## config.mk

```make
export PLATFORM = sky130hd
export DESIGN_NAME = tdc_hit_sequencer
export DESIGN_NICKNAME = d
export VERILOG_FILES = /design/src/rtl/tdc_pkg.sv /design/src/rtl/tdc_coarse_counter.sv /design/src/rtl/tdc_hit_sequencer.sv
export SDC_FILE = /design/constraint.sdc
export NUM_CORES = 1
export LEC_CHECK = 0
export CAP_MARGIN = 40
export CORE_UTILIZATION = 48
export CTS_BUF_LIST = sky130_fd_sc_hd__clkbuf_4 sky130_fd_sc_hd__clkbuf_8
export CTS_CLUSTER_SIZE = 25
export DETAILED_ROUTE_END_ITERATION = 10
export MAX_ROUTING_LAYER = met4
export PLACE_DENSITY = 0.9
export SYNTH_ARGS = -nofsm -noshare
export SYNTH_HDL_FRONTEND = slang
export SYNTH_SLANG_ARGS = --single-unit
```

## constraint.sdc

```tcl
create_clock -name clk -period 2.2 [get_ports clk]
set_clock_uncertainty 0.15 [all_clocks]
set_input_delay 0.66 -clock clk [delete_from_list [all_inputs] [get_ports clk]]
set_output_delay 0.66 -clock clk [all_outputs]
set_load 0.03 [all_outputs]
```

## src/rtl/tdc_pkg.sv

```systemverilog
// Shared definitions for the TDC hit sequencer: default sizes, FSM encoding and
// the timestamp record.
package tdc_pkg;

    localparam int TDC_TAPS     = 32;
    localparam int TDC_BIN_W    = 6;
    localparam int TDC_COARSE_W = 16;

    localparam logic [2:0] ST_IDLE   = 3'd0;
    localparam logic [2:0] ST_ARMED  = 3'd1;
    localparam logic [2:0] ST_ENCODE = 3'd2;
    localparam logic [2:0] ST_OUTPUT = 3'd3;
    localparam logic [2:0] ST_DEAD   = 3'd4;

    typedef enum logic [2:0] {
        S_IDLE   = ST_IDLE,
        S_ARMED  = ST_ARMED,
        S_ENCODE = ST_ENCODE,
        S_OUTPUT = ST_OUTPUT,
        S_DEAD   = ST_DEAD
    } tdc_state_e;

    typedef struct packed {
        logic [TDC_COARSE_W-1:0] coarse;
        logic [TDC_BIN_W-1:0]    fine;
        logic                    err;
    } tdc_ts_t;

endpackage

```

## src/rtl/tdc_coarse_counter.sv

```systemverilog
// Free-running coarse time counter for one TDC channel, with a one-cycle pulse
// in the cycle it reads zero after rolling over.
module tdc_coarse_counter
    import tdc_pkg::*;
#(
    parameter int COARSE_W = TDC_COARSE_W
) (
    input  logic                clk,
    input  logic                rst,
    input  logic                i_enable,
    input  logic                i_clear,
    output logic [COARSE_W-1:0] o_count,
    output logic                o_wrap
);

    logic [COARSE_W-1:0] r_count;
    logic                r_wrap;

    // NOTE: clocked state uses non-blocking assignments so every register samples pre-edge values.
    always_ff @(posedge clk) begin
        if (rst || i_clear) begin
            r_count <= '0;
            r_wrap  <= 1'b0;
        end else if (i_enable) begin
            r_count <= r_count + COARSE_W'(1);
            r_wrap  <= &r_count;
        end else begin
            r_wrap  <= 1'b0;
        end
    end

    assign o_count = r_count;
    assign o_wrap  = r_wrap;

endmodule

```

## src/rtl/tdc_hit_sequencer.sv

```systemverilog
// Per-channel TDC sequencer: captures the delay-line snapshot on a hit, waits for
// the encoder, and hands a {coarse, fine, err} timestamp to the readout FIFO.
module tdc_hit_sequencer
    import tdc_pkg::*;
#(
    parameter int TAPS        = TDC_TAPS,
    parameter int BIN_W       = TDC_BIN_W,
    parameter int COARSE_W    = TDC_COARSE_W,
    parameter int ENC_LAT     = 1,
    parameter int DEAD_CYCLES = 2
) (
    input  logic                clk,
    input  logic                rst,
    input  logic                arm,
    input  logic                disarm,
    input  logic                hit_det,
    input  logic [TAPS-1:0]     thermo_snap,
    output logic [TAPS-1:0]     enc_thermo,
    input  logic [BIN_W-1:0]    enc_bin,
    output logic [COARSE_W-1:0] ts_coarse,
    output logic [BIN_W-1:0]    ts_fine,
    output logic                ts_err,
    output logic                ts_valid,
    input  logic                ts_ready,
    output logic                coarse_wrap,
    output logic [7:0]          lost_cnt,
    output logic                busy
);

    localparam int                 LAT_W     = 2;
    localparam logic [LAT_W-1:0]   LAT_LAST  = LAT_W'(ENC_LAT - 1);
    localparam int                 DEAD_W    = (DEAD_CYCLES > 1) ? $clog2(DEAD_CYCLES) : 1;
    localparam logic [DEAD_W-1:0]  DEAD_LAST = DEAD_W'((DEAD_CYCLES > 0) ? DEAD_CYCLES - 1 : 0);

    tdc_state_e          r_state;
    tdc_state_e          w_state_next;
    logic [LAT_W-1:0]    r_lat;
    logic [DEAD_W-1:0]   r_dead;
    logic                r_disarm_pend;
    logic [TAPS-1:0]     r_enc_thermo;
    logic [COARSE_W-1:0] r_ts_coarse;
    logic [BIN_W-1:0]    r_ts_fine;
    logic                r_ts_err;
    logic                r_ts_valid;
    logic [7:0]          r_lost_cnt;
    logic [COARSE_W-1:0] w_count;
    logic                w_wrap;
    logic                w_disarm_req;
    logic                w_hit_lost;

    tdc_coarse_counter #(
        .COARSE_W (COARSE_W)
    ) u_coarse (
        .clk      (clk),
        .rst      (rst),
        .i_enable (r_state != S_IDLE),
        .i_clear  (w_state_next == S_IDLE),
        .o_count  (w_count),
        .o_wrap   (w_wrap)
    );

    // A disarm seen during the accept cycle itself counts as pending.
    assign w_disarm_req = r_disarm_pend | disarm;
    assign w_hit_lost   = hit_det &&
                          (r_state == S_ENCODE || r_state == S_OUTPUT || r_state == S_DEAD);

    always_comb begin
        // NOTE: default assigned first so no branch leaves the signal unassigned and infers a latch.
        w_state_next = r_state;
        case (r_state)
            S_IDLE:   if (arm && !disarm) w_state_next = S_ARMED;
            S_ARMED:  if (disarm) w_state_next = S_IDLE;
                      else if (hit_det) w_state_next = S_ENCODE;
            S_ENCODE: if (r_lat == LAT_LAST) w_state_next = S_OUTPUT;
            S_OUTPUT: if (ts_ready) begin
                          if (w_disarm_req)          w_state_next = S_IDLE;
                          else if (DEAD_CYCLES == 0) w_state_next = S_ARMED;
                          else                       w_state_next = S_DEAD;
                      end
            S_DEAD:   if (disarm) w_state_next = S_IDLE;
                      else if (r_dead == DEAD_LAST) w_state_next = S_ARMED;
            default:  w_state_next = S_IDLE;
        endcase
    end

    always_ff @(posedge clk) begin
        if (rst) begin
            r_state       <= S_IDLE;
            r_lat         <= '0;
            r_dead        <= '0;
            r_disarm_pend <= 1'b0;
            r_enc_thermo  <= '0;
            r_ts_coarse   <= '0;
            r_ts_fine     <= '0;
            r_ts_err      <= 1'b0;
            r_ts_valid    <= 1'b0;
            r_lost_cnt    <= '0;
        end else begin
            r_state <= w_state_next;
            r_lat   <= (r_state == S_ENCODE) ? r_lat + LAT_W'(1) : '0;
            r_dead  <= (r_state == S_DEAD) ? r_dead + DEAD_W'(1) : '0;

            if (r_state == S_ARMED && w_state_next == S_ENCODE) begin
                r_enc_thermo <= thermo_snap;
                r_ts_coarse  <= w_count;
            end

            if (r_state == S_ENCODE && w_state_next == S_OUTPUT) begin
                r_ts_fine  <= enc_bin;
                r_ts_err   <= (enc_bin == '0);
                r_ts_valid <= 1'b1;
            end else if (r_state == S_OUTPUT && ts_ready) begin
                r_ts_valid <= 1'b0;
            end

            if (r_state == S_ENCODE || r_state == S_OUTPUT) begin
                if (disarm) r_disarm_pend <= 1'b1;
            end else begin
                r_disarm_pend <= 1'b0;
            end

            if (w_hit_lost && r_lost_cnt != 8'hFF) r_lost_cnt <= r_lost_cnt + 8'd1;
        end
    end

    assign enc_thermo  = r_enc_thermo;
    assign ts_coarse   = r_ts_coarse;
    assign ts_fine     = r_ts_fine;
    assign ts_err      = r_ts_err;
    assign ts_valid    = r_ts_valid;
    assign coarse_wrap = w_wrap;
    assign lost_cnt    = r_lost_cnt;
    assign busy        = (r_state != S_IDLE) && (r_state != S_ARMED);

endmodule

```

==> flow_summary.json <==
{
  "clk_pin_slew_ns": 0.09,
  "synth_cells": 412,
  "grt_usage_pct": 23.8,
  "max-vdd-ir-drop_uv": 478,
  "mostFrequentLayoutCell": "nand2_1",
  "min_period_ns": 2.17,
  "outcome": "completed",
  "drc": 0,
  "dieArea_um2": 7710,
  "cts_max_level": 3,
  "place_ws_ns": -0.187,
  "hold_violations": 0,
  "power.total_uw": 3040,
  "startpoint_type": "flop",
  "synth_seq_area_share_pct": 49.9,
  "synth_top_area_share_pct": 49.9,
  "synth_area_leader_cell": "dfxtp_1",
  "place_area_um2": 4800,
  "antenna_cells": 0,
  "yosysWarnings": 0,
  "synth.net_count": 459,
  "drive_above_1_share_pct": 9.96,
  "cap_viol_max_count": 0,
  "cpLargestDelayFamily": "buffers and inverters",
  "detailed_place_hpwl_mm": 6.12,
  "ys_ff_latch": 88,
  "finalCritPeriodShare_pct": 98.5,
  "final_cell_mix": "106 x nand2_1, 86 x dfxtp_1, 67 x a21oi_1",
  "drtAntennaViolNets": 0,
  "max_freq_ghz": 0.462,
  "worst_slack_ns": 0.0338,
  "rr_worst_depth": 4,
  "syn_to_final_growth_pct": 44.1,
  "clockBufferDepth": 2,
  "arrival_ns": 1.36,
  "final_area_um2": 5090,
  "hold_path_depth": 2,
  "cts_hold_buf": 0,
  "critPathKind": "reg -> out",
  "rsz0062_at_grt": "no",
  "timing.rr.start": "r_state[0]",
  "portBuffers": 109,
  "grt_max_degree": 68,
  "async_reset_ff_share_pct": 0,
  "slowest_stage": "clkdlybuf4s50_1",
  "holdPathEnd": "enc_thermo[4]",
  "setup_tns_ns": 0,
  "core_um2": 6940,
  "tritoncts": "built",
  "fill_cells": 486,
  "multi_input_area_um2": 1630,
  "hold_path.startpoint": "enc_thermo[4]",
  "grt_pass1_vias": 3213,
  "cp.depth": 1,
  "maxSlewViolCount": 0,
  "place_congestion": 0.837,
  "vias_per_cell": 5.29,
  "worstPathCellList": "clkdlybuf4s50_1",
  "synth_area_leaders": "dfxtp_1 50%, nand2_1 11%, a21oi_1 9.5%, mux2i_1 2.6%, xor2_1 2.2%",
  "rows": 30,
  "required_ns": 1.39,
  "max-slew-margin-rel_pct": 67.4,
  "vias": 3320,
  "r2r_end": "lost_cnt[7]",
  "synth-edff-count": 0,
  "initial_utilization_pct": 50.9,
  "cp.buffers_inverters": 1,
  "synth_area_um2": 3530,
  "clk_latency_ns": 0.35,
  "finalSetupViolCount": 0,
  "drt-initial-drc-count": 114,
  "tightestPinTransition_ns": 0.488,
  "cp_max_fo": 2,
  "rrSetupSlack_ns": 0.23,
  "p_leak_uw": 0.00257,
  "seqCellArea_um2": 1760,
  "antenna_found_initial": 0,
  "die_w_um": 87.8,
  "syn_avg_cell_area_um2": 8.57,
  "cts_made_buffers": 9,
  "grt_overflow": 0,
  "max_stage_delay_ns": 0.67,
  "root_buffer": "clkbuf_8",
  "dr.pass1.iters": 4,
  "wl_mm": 9.07,
  "ios": 110,
  "p_per_area_nw_per_um2": 598,
  "nNetsFinal": 574,
  "crit_path_end_kind": "output port",
  "wl_per_cell_um": 14.4,
  "hp-class": "reg -> reg",
  "clkSinkCount": 88,
  "grt_pass1_wl_mm": 14.0,
  "ys_types": 49,
  "synth_ff_type": "dfxtp_1",
  "die_h_um": 87.8
}
[sequential cells by signal (all words and copies together) (netlist names)]
register and cells:
u_coarse.o_count 16, ts_valid 1, ts_fine 6, lost_cnt 8, ts_err 1, r_state 3
u_coarse.o_wrap 1, ts_coarse 16, r_disarm_pend 1, r_lat 2, r_dead 1, enc_thermo 32
[Yosys cell counts, types with 2 or more instances]
| cell type | n |
|---|---|
| nand3_1 | 8 |
| o311ai_0 | 2 |
| mux2i_1 | 9 |
| or4_1 | 2 |
| and3_1 | 6 |
| xnor2_1 | 4 |
| o41ai_1 | 2 |
| nor2b_1 | 4 |
| nor3_2 | 2 |
| nand4_1 | 4 |
| nor2_1 | 15 |
| buf_4 | 5 |
| nor3b_2 | 2 |
| clkbuf_1 | 13 |
| a21oi_1 | 67 |
| nand2_1 | 106 |
| dfxtp_1 | 88 |
| nor3_1 | 4 |
| buf_2 | 7 |
| ha_1 | 3 |
| and4_1 | 3 |
| a22oi_1 | 3 |
| o21ai_0 | 9 |
| or3_4 | 2 |
| or3_1 | 6 |
| xor2_1 | 9 |
| inv_1 | 5 |
[worst max path at each step]
stage / from / end / slack (ns)
after floorplan: r_state[2] / enc_thermo[11] / 0.27
after global placement: disarm / u_coarse.o_count[15] / -0.12
after detailed placement: hit_det / lost_cnt[7] / -0.19
after CTS: enc_thermo[8] / enc_thermo[8] / 0.0000007
after global routing: enc_thermo[20] / enc_thermo[20] / 0.0009
final: enc_thermo[20] / enc_thermo[20] / 0.03
[per-layer routing]
metal  vias to the layer above  wire [um]  GRT usage, %
met3                        11        633          6.31
met2                       109       4480          41.4
met5                         -          0             -
met4                         0        110          7.60
met1                      1556       3840          26.3
li1                       1644          -             -
[stage by stage]
step,util [%],hold WS (ns),std cells
after floorplan,-,0.285,412
after global routing,73.3,0.320,628
after CTS,71.8,0.308,628
after detailed placement,69.2,0.296,612
after global placement,69.2,0.291,612
final,73.3,0.307,628
[report_power, final]
| part | switching, uW | internal [uW] |
|---|---|---|
| Clock | 606 | 572 |
| Combinational | 116 | 130 |
| Sequential | 13.5 | 1610 |
| Total | 736 | 2310 |
[layout make-up]
class / count / area share [%]
sequential: 88 / 34.7
multi-input combinational: 293 / 31.9
timing repair buffer: 130 / 26.5
clock buffer: 10 / 2.70
tap: 96 / 2.36
clock inverter: 6 / 1.45
inverter: 5 / 0.369
[kinds of logic after synthesis]
kind of cell / after synthesis / synth area share [%]
AND/OR/NAND/NOR: 174 / 23.4
AO/OA/AOI/OAI: 94 / 15.6
flip-flops: 88 / 49.9
XOR/XNOR: 13 / 3.22
adder cells (fa/ha/maj): 3 / 1.06
buffers and inverters: 31 / 4.29
multiplexers: 9 / 2.55
[repair_timing]
action | 4_1_cts | 5_1_grt
pin swaps | 0 | 0
setup buffers | 0 | 0
endpoints found under the setup margin | 22 | 41
gates resized for setup | 22 | 42
Power figures use the tool's default switching activity.
